===== config.mk =====
export PLATFORM = sky130hd
export DESIGN_NAME = conv_mul_share_sched
export DESIGN_NICKNAME = d
export VERILOG_FILES = /design/src/rtl/conv_mul_share_sched.sv
export SDC_FILE = /design/constraint.sdc
export NUM_CORES = 1
export LEC_CHECK = 0
export BUFFER_PORTS_ARGS = -buffer_cell sky130_fd_sc_hd__buf_2
export CAP_MARGIN = 20
export CORE_UTILIZATION = 41
export DETAILED_ROUTE_END_ITERATION = 10
export REMOVE_ABC_BUFFERS = 1
export SLEW_MARGIN = 10
export SYNTH_ARGS = -nofsm -noshare
export SYNTH_HDL_FRONTEND = slang
export SYNTH_SLANG_ARGS = --single-unit

===== constraint.sdc =====
create_clock -name ap_clk -period 7.25 [get_ports ap_clk]
set_input_delay 1.8125 -clock ap_clk [delete_from_list [all_inputs] [get_ports ap_clk]]
set_output_delay 1.8125 -clock ap_clk [all_outputs]
set_load 0.05 [all_outputs]

===== src/rtl/conv_mul_share_sched.sv =====
// Round-robin scheduler sharing one signed 16x8 MAC among NUM_REQ requesters.
// Three-stage pipeline: operand capture, product, per-requester accumulate.
// The whole pipeline freezes while a finished result waits for the consumer.
module conv_mul_share_sched #(
    parameter int NUM_REQ   = 4,
    parameter int ACC_WIDTH = 32,
    localparam int ID_W     = (NUM_REQ > 1) ? $clog2(NUM_REQ) : 1
) (
    input  logic                   ap_clk,
    input  logic                   ap_rst,
    input  logic [NUM_REQ-1:0]     req_valid,
    output logic [NUM_REQ-1:0]     req_ready,
    input  logic [16*NUM_REQ-1:0]  req_a,
    input  logic [8*NUM_REQ-1:0]   req_b,
    input  logic [NUM_REQ-1:0]     req_last,
    output logic                   res_valid,
    input  logic                   res_ready,
    output logic [ID_W-1:0]        res_id,
    output logic [ACC_WIDTH-1:0]   res_data,
    output logic                   idle
);

    logic                        adv;
    logic                        gnt_any;
    logic [ID_W-1:0]             gnt_id;
    logic [ID_W-1:0]             rr_idx;
    logic                        xfer;
    logic [ID_W-1:0]             ptr_q;

    logic                        s1_vld_q, s1_last_q;
    logic [ID_W-1:0]             s1_id_q;
    logic signed [15:0]          s1_a_q;
    logic signed [7:0]           s1_b_q;

    logic                        s2_vld_q, s2_last_q;
    logic [ID_W-1:0]             s2_id_q;
    logic signed [23:0]          s2_p_q;

    logic signed [ACC_WIDTH-1:0] acc_q [NUM_REQ];
    logic signed [ACC_WIDTH-1:0] acc_sum_d;

    logic                        res_valid_q;
    logic [ID_W-1:0]             res_id_q;
    logic [ACC_WIDTH-1:0]        res_data_q;

    // A held result blocks every stage, so nothing can overtake it.
    assign adv  = !(res_valid_q && !res_ready);
    assign xfer = adv && gnt_any && !ap_rst;

    // Round-robin search starting just after the last granted requester.
    always_comb begin
        gnt_any = 1'b0;
        gnt_id  = '0;
        rr_idx  = '0;
        for (int k = 1; k <= NUM_REQ; k++) begin
            rr_idx = ID_W'((int'(ptr_q) + k) % NUM_REQ);
            if (!gnt_any && req_valid[rr_idx]) begin
                gnt_any = 1'b1;
                gnt_id  = rr_idx;
            end
        end
    end

    // Grant is one-hot and suppressed during stall and reset.
    always_comb begin
        req_ready = '0;
        if (xfer) req_ready[gnt_id] = 1'b1;
    end

    // S1: capture the granted operand beat; pointer moves only on a transfer.
    always_ff @(posedge ap_clk) begin
        if (ap_rst) begin
            ptr_q     <= ID_W'(NUM_REQ - 1);
            s1_vld_q  <= 1'b0;
            s1_last_q <= 1'b0;
            s1_id_q   <= '0;
            s1_a_q    <= '0;
            s1_b_q    <= '0;
        end else if (adv) begin
            s1_vld_q  <= xfer;
            s1_last_q <= req_last[gnt_id];
            s1_id_q   <= gnt_id;
            s1_a_q    <= req_a[16*gnt_id +: 16];
            s1_b_q    <= req_b[8*gnt_id +: 8];
            if (xfer) ptr_q <= gnt_id;
        end
    end

    // S2: full-precision signed product (16x8 always fits in 24 bits).
    always_ff @(posedge ap_clk) begin
        if (ap_rst) begin
            s2_vld_q  <= 1'b0;
            s2_last_q <= 1'b0;
            s2_id_q   <= '0;
            s2_p_q    <= '0;
        end else if (adv) begin
            s2_vld_q  <= s1_vld_q;
            s2_last_q <= s1_last_q;
            s2_id_q   <= s1_id_q;
            s2_p_q    <= 24'(s1_a_q) * 24'(s1_b_q);
        end
    end

    // Sign-extended product added to the owning requester's running sum.
    assign acc_sum_d = acc_q[s2_id_q] + ACC_WIDTH'(s2_p_q);

    // S3: accumulate, or retire a dot product into the result register.
    always_ff @(posedge ap_clk) begin
        if (ap_rst) begin
            for (int i = 0; i < NUM_REQ; i++) acc_q[i] <= '0;
            res_valid_q <= 1'b0;
            res_id_q    <= '0;
            res_data_q  <= '0;
        end else begin
            if (res_valid_q && res_ready) res_valid_q <= 1'b0;
            // A new load in the same cycle as acceptance wins.
            if (adv && s2_vld_q) begin
                if (s2_last_q) begin
                    acc_q[s2_id_q] <= '0;
                    res_valid_q    <= 1'b1;
                    res_id_q       <= s2_id_q;
                    res_data_q     <= acc_sum_d;
                end else begin
                    acc_q[s2_id_q] <= acc_sum_d;
                end
            end
        end
    end

    assign res_valid = res_valid_q;
    assign res_id    = res_id_q;
    assign res_data  = res_data_q;
    assign idle      = !s1_vld_q && !s2_vld_q && !res_valid_q;

endmodule

==> results of run 1 <==
## registers in the layout, summed over array words and instances (netlist names), named ones only
signal / flops
s1_last_q: 1
s1_b_q: 8
s2_p_q: 24
ptr_q: 2
s2_id_q: 2
res_id: 2
res_valid: 1
res_data: 32
acc_q: 128
s1_a_q: 16
s2_last_q: 1
s2_vld_q: 1
s1_id_q: 2
s1_vld_q: 1
## worst max path at each step
stage / startpoint / endpoint / slack (ns) / cells after the start
finish: s1_b_q[7] / s2_p_q[21] / 1.71 / 17
global route: s1_b_q[7] / s2_p_q[21] / 1.45 / 17
CTS: s1_b_q[7] / s2_p_q[21] / 1.74 / 17
detailed placement: s1_b_q[7] / s2_p_q[21] / 1.81 / 17
global placement: s1_b_q[7] / s2_p_q[21] / 1.89 / 17
floorplan: res_ready / req_ready[3] / 0.006 / 4
## cells in the final DEF, fill, tap and decap left out, types with 6 or more instances in the layout
master	n
nand2_1	190
nor2_1	179
inv_1	168
buf_2	145
edfxtp_1	128
and2_1	113
a21oi_1	109
fa_1	104
dfxtp_1	94
ha_1	76
o21ai_0	40
a211oi_1	36
mux4_2	32
nand3_1	30
a21o_1	27
xnor2_1	27
nor3_1	26
clkbuf_16	26
a311oi_1	25
buf_4	18
xor2_1	14
nand2b_1	11
or3_1	11
o21a_1	10
nand4_1	9
a31oi_1	8
nor2b_1	7
and3_1	6
o211ai_1	6
clkbuf_1	6
clkinv_2	6
## power by group through the flow
stage | logic, mW | registers [mW] | clock network [mW]
global route | 2.53 | 1.61 | 1.32
CTS | 2.23 | 1.59 | 1.27
finish | 2.21 | 1.59 | 1.25
floorplan | 1.66 | 1.58 | 0
detailed placement | 2.18 | 1.62 | 0
global placement | 2.19 | 1.61 | 0
## per-layer routing
metal | vias up | track usage, %
met3 | 46 | 2.54
met4 | 0 | 4.77
met5 | - | 0
met2 | 247 | 33.5
li1 | 5853 | -
met1 | 5634 | 26.3
## cells by family (layout without fill, tap and decap cells)
logic type | after synthesis | in the layout | share of synthesized area [%]
fa+ha+maj | 180 | 180 | 19.3
mux | 36 | 36 | 4.83
flops | 223 | 223 | 36.5
compound gates | 305 | 305 | 13.0
simple gates | 609 | 609 | 18.0
xor+xnor | 41 | 41 | 2.28
buf+inv | 253 | 379 | 6.06
## worst max-delay path, cell delays in order, from the launching register on
cell       delay, ns
dfxtp_1         0.34
inv_1           0.41
nor2_1          0.11
fa_1            0.47
fa_1            0.55
fa_1            0.57
inv_1           0.06
fa_1            0.53
inv_1           0.04
ha_1            0.35
a21o_1          0.21
a21o_1          0.17
a21o_1          0.19
a41oi_1         0.39
o41ai_2         0.19
a2111oi_4       0.39
nor4_1          0.11
a311o_1         0.32
## area by class of cell
cell class / instances / area (sq um)
Inverter: 168 / 631
Clock inverter: 11 / 76.3
Tap cell: 511 / 639
Sequential cell: 223 / 5750
Clock buffer: 37 / 736
Multi-Input combinational cell: 1171 / 9090
Fill cell: 3587 / 20000
Timing Repair Buffer: 163 / 861
## per-stage QoR
stage | cell area, sq um | total power [mW]
after floorplan | 15400 | 3.24
after global placement | 17000 | 3.80
after detailed placement | 17000 | 3.80
after CTS | 17800 | 5.09
after global routing | 17800 | 5.46
final | 17800 | 5.05
==> reports/qor.tcl, run 1 <==
set qor(global_route_congestion_overflow_total) 0
set qor(p_clk_share_pct) 24.7
set qor(worst_hold_slack_ns) 0.450
set qor(placement.setup.worst_slack_ns) 1.81
set qor(cts_tree) {built}
set qor(max_clock_freq_mhz) 180
set qor(final_core_util_pct) 47.1
set qor(final_worst_setup_slack_ns) 1.71
set qor(irDropWorstVdd_uv) 178
set qor(critPathLaunchType) {flip-flop}
set qor(cp.arrival_ns) 5.96
set qor(maximum_number_of_pins_on_one_net_before_global_route_repair) 85
set qor(ys.warnings.count) 0
set qor(synth_sequential_area_ratio_pct) 36.5
set qor(r2r.worst_path.cells) 17
set qor(ios) 147
set qor(hold-path-endpoint) {res_data[0]}
set qor(period_needed_ns) 5.54
set qor(synth-edff-count) 128
set qor(critical_path_capture_point_type) {flip-flop}
set qor(cts-htree-levels) 1
set qor(routedWlPerCell_um) 16.4
set qor(final-instance-count-excl-fill) 2284
set qor(hold_buffers) 0
set qor(critical_path.max_fanout) 15
set qor(rsz_0062_raised_after_global_routing) {no}
set qor(grt_pass1_wl_um) 61300
set qor(final_layout_size_suffix_gt1_share_pct) 14.9
set qor(crit_required_ns) 7.67
set qor(dr_wl_met3_um) 1770
set qor(drt_wl_total_um) 37400
set qor(worstReg2RegEnd) {s2_p_q[21]}
set qor(synthArstFlopShare_pct) 0
set qor(m1WireLength_um) 17400
set qor(global_route.usage.total_pct) 19.6
set qor(worstMarginPinSlew_ns) 0.973
set qor(clk_transition_reported_paths_ns) 0.07
set qor(slew_violations) 0
set qor(core_region_area_sq_um) 37800
set qor(power.combinational.fraction_pct) 43.7
set qor(yosysMostFrequentCell) {nand2_1}
set qor(setup-tns-final_ns) 0
set qor(clock-root-buffer) {clkbuf_16}
set qor(clockBufferDepth) 3
set qor(internal_power_mw) 3.06
set qor(synth.distinct_cells) 66
set qor(layout-area-overhead-vs-synth_pct) 13.0
set qor(synth_area_per_cell_sq_um) 9.55
set qor(outcome) {finished, final reports clean}
set qor(num-nets-final) 2040
set qor(seq_power_share_pct) 31.5
set qor(relSlewSlack_pct) 34.9
set qor(floorplan.die.width_um) 198
set qor(via_count) 11800
set qor(hold_viol_final) 0
set qor(finalSetupViolations) 0
set qor(chipHeight_um) 198
set qor(power.static_leakage_nw) 7.74
set qor(highest_layer) {met4}
set qor(antennaDiodeCount) 0
set qor(timing.clock.skew_ns) 0.0204
set qor(drt_drc_violations_left) 0
set qor(grt_pass1_vias) 11800
set qor(place_hpwl_um) 26200
set qor(tritoncts.num_buffers) 26
set qor(synth.largest_area_cell) {edfxtp_1}
set qor(power.density_cell_area_nw_per_um2) 284
set qor(floorplan.initialDensity_pct) 41.7
set qor(dp_cells) 2236
set qor(met2_length_um) 17500
set qor(postSynthRegisterBits) 223
set qor(worst_hold_path.num_cells) 2
set qor(post_cts.repair.setup_buffers) 0
set qor(synthFlopType) {edfxtp_1}
set qor(antenna_found_initial) 0
set qor(synth_top_cells_by_area) {edfxtp_1, fa_1, dfxtp_1}
set qor(min_path_type) {flip-flop to flip-flop}
set qor(min-delay-start) {res_data[0]}
set qor(clock_sinks) 223
set qor(clock_latency_ns) 0.55
set qor(cts_resized) 0
set qor(maxCapViolCount) 0
set qor(r2r_start) {s1_b_q[7]}
set qor(synth.top_cell.area_share_pct) 24.4
set qor(detail_route.vias_per_cell) 5.16
set qor(dieArea_sq_um) 39200
set qor(power_switching_mw) 1.99
set qor(worst_case_register_to_register_setup_slack_ns) 1.71
set qor(postSynthCellCount) 1647
set qor(gpl.final_weighted_congestion) 0.875
set qor(drt_iter0_drc) 610
set qor(floorplan.rows) 71
set qor(post_synthesis_instance_area_sq_um) 15700
set qor(critical_path_class) {flip-flop to flip-flop}
set qor(first_pass_iters) 5
set qor(number_of_buffer_cells_added_on_primary_ports) 146
set qor(sw_frac_of_total_pct) 39.4
set qor(fraction_of_the_cycle_the_final_worst_path_needs_pct) 76.4
set qor(netlist_top_cells_count) {nand2_1, nor2_1, inv_1}
set qor(antenna_left) 0
Note: power is estimated with default switching activity, not from simulation.
==> run 2, diff against run 1 <==
clock period = 4.7 ns   (was 7.25 ns; I/O delays follow)
==> reports/qor.tcl, run 2 (same netlist as run 1, synthesis figures left out) <==
set qor(num-nets-final) 2142
set qor(critical_path_class) {flip-flop to flip-flop}
set qor(cp.arrival_ns) 5.17
set qor(ios) 147
set qor(dp_cells) 2318
set qor(maximum_number_of_pins_on_one_net_before_global_route_repair) 85
set qor(grt_pass1_vias) 12500
set qor(hold_buffers) 0
set qor(clock-root-buffer) {clkbuf_16}
set qor(drt_drc_violations_left) 0
set qor(antennaDiodeCount) 0
set qor(core_region_area_sq_um) 37800
set qor(antenna_found_initial) 0
set qor(irDropWorstVdd_uv) 232
set qor(worstMarginPinSlew_ns) 1.03
set qor(first_pass_iters) 5
set qor(clockBufferDepth) 3
set qor(antenna_left) 0
set qor(dpl-instance-area_sq_um) 17600
set qor(cts-htree-levels) 1
set qor(global_route_congestion_overflow_total) 0
set qor(max_flop_register) {acc_q}
set qor(largest_reg_flops) 128
set qor(timing.clock.skew_ns) 0.0193
set qor(number_of_buffer_cells_added_on_primary_ports) 146
set qor(critPathLaunchType) {flip-flop}
set qor(drt_wl_total_um) 39900
set qor(final_area_sq_um) 18800
set qor(delay_of_the_slowest_critical_path_stage_ns) 0.59
set qor(global_route.usage.total_pct) 20.8
set qor(clk_transition_reported_paths_ns) 0.06
set qor(filler_instances) 3498
set qor(fraction_of_the_cycle_the_final_worst_path_needs_pct) 101
set qor(power.static_leakage_nw) 8.31
set qor(cts_tree) {built}
set qor(cells_traversed_along_the_worst_timing_path) {buf_6 -> and2_4 -> fa_1 -> fa_1 -> fa_1 -> inv_2 -> fa_1 -> inv_2 -> ha_4 -> buf_6 -> nand4_1 -> o41ai_4 -> a2111oi_4 -> o31a_1 -> a311o_1}
set qor(period_needed_ns) 4.74
set qor(crit_required_ns) 5.13
set qor(via_count) 12400
set qor(power.density_cell_area_nw_per_um2) 451
set qor(max_clock_freq_mhz) 211
set qor(min_path_type) {flip-flop to flip-flop}
set qor(layout.area.seq_sq_um) 5780
set qor(grt_pass1_wl_um) 64400
set qor(dieArea_sq_um) 39200
set qor(worst_hold_slack_ns) 0.452
set qor(floorplan.die.width_um) 198
set qor(critical_path_capture_point_type) {flip-flop}
set qor(crit_path_start) {s1_a_q[9]}
set qor(routedWlPerCell_um) 16.7
set qor(p_clk_share_pct) 22.2
set qor(r2r_start) {s1_a_q[9]}
set qor(internal_power_mw) 5.17
set qor(power_switching_mw) 3.31
set qor(hold_viol_final) 0
set qor(clock_sinks) 223
set qor(final_worst_setup_slack_ns) -0.0418
set qor(sw_frac_of_total_pct) 39.0
set qor(final_layout_size_suffix_gt1_share_pct) 22.2
set qor(failed_checks) {setup timing}
set qor(gpl.final_weighted_congestion) 0.858
set qor(area_of_the_multi_input_gates_sq_um) 9290
set qor(seq_power_share_pct) 28.2
set qor(layout-area-overhead-vs-synth_pct) 19.5
set qor(tritoncts.num_buffers) 25
set qor(relSlewSlack_pct) 31.0
set qor(drt_iter0_drc) 552
set qor(maxCapViolCount) 0
set qor(outcome) {finished, violations left}
set qor(floorplan.rows) 71
set qor(critical-path-top-cell-by-count) {fa_1}
set qor(final-instance-count-excl-fill) 2385
set qor(floorplan.initialDensity_pct) 41.7
set qor(slew_violations) 0
set qor(mostFrequentLayoutCells) {nand2_1, nor2_1, inv_1}
set qor(detail_route.vias_per_cell) 5.18
set qor(clock_latency_ns) 0.55
set qor(critical_path.max_fanout) 4
set qor(timing.critical_path.slowest_stage_cell) {fa_1}
set qor(setup-tns-final_ns) -0.0501
set qor(chipHeight_um) 198
set qor(finalSetupViolations) 2
set qor(rsz_0062_raised_after_global_routing) {yes}
set qor(place_hpwl_um) 28700
set qor(power.combinational.fraction_pct) 49.5
set qor(min-delay-start) {res_id[0]}
set qor(commonest_non_fill_non_tap_cell_in_the_layout) {nand2_1}
==> run 2: cell count changes in the layout (fill, tap and decap cells not counted), moves of 6 or more <==
cell / previous run / this run
ha_1: 76 / 68
buf_4: 18 / 108
dfxtp_2: 1 / 12
inv_2: 0 / 7
inv_1: 168 / 161
dfxtp_1: 94 / 79
ha_4: 0 / 6
buf_6: 0 / 12
==> run 2: through the flow <==
stage	setup slack, ns	utilization [%]	total power [mW]
after global placement	-0.237	46.6	6.18
final	-0.0418	49.8	8.48
after global routing	-0.181	49.8	9.14
after CTS	-0.0354	49.4	8.39
after floorplan	-1.27	-	5.01
after detailed placement	-0.315	46.6	6.21
==> run 2: path summary, 6_finish.rpt <==
path,to,slack [ns],cells after the start
worst min register to register,res_id[0],0.45,2
worst min-delay path,res_id[0],0.45,2
worst max register to register,s2_p_q[21],-0.04,15
worst max-delay path,s2_p_q[21],-0.04,15
==> run 2: final cells by class <==
type / instances / share of cell area (%)
multi-input cells: 1171 / 49.4
well taps: 511 / 3.40
clock buffers: 29 / 3.51
inverters: 168 / 3.35
repair buffers: 266 / 8.99
clock inverters: 17 / 0.639
flip-flops and latches: 223 / 30.7
==> run 2: routing by layer <==
metal | track usage, % | share of wire, %
met5 | 0 | 0
met4 | 5.20 | 1.8
met3 | 2.32 | 4.7
met2 | 35.9 | 48
met1 | 27.8 | 45
==> run 2: worst max-delay path: cells and delay by family (launching register included) <==
family                     cells  cell delay (ns)
DFF                            1             0.35
buffers and inverters          4             0.30
AOI/OAI and AO/OA              4             1.22
and+or+nand+nor                2             0.35
adders and majority gates      5             2.41
==> run 2: repair_timing <==
item                       CTS  global route
buffers inserted            13            10
setup endpoints to repair    7            10
pin swaps                   46            22
gates resized for setup     55            28
==> run 2: power by group through the flow <==
stage | Clock (mW) | Combinational [mW] | Sequential, mW
final | 1.88 | 4.20 | 2.39
after global routing | 2.00 | 4.72 | 2.42
after CTS | 1.92 | 4.07 | 2.40
after detailed placement | 0 | 3.78 | 2.43
after global placement | 0 | 3.76 | 2.43
after floorplan | 0 | 2.56 | 2.44
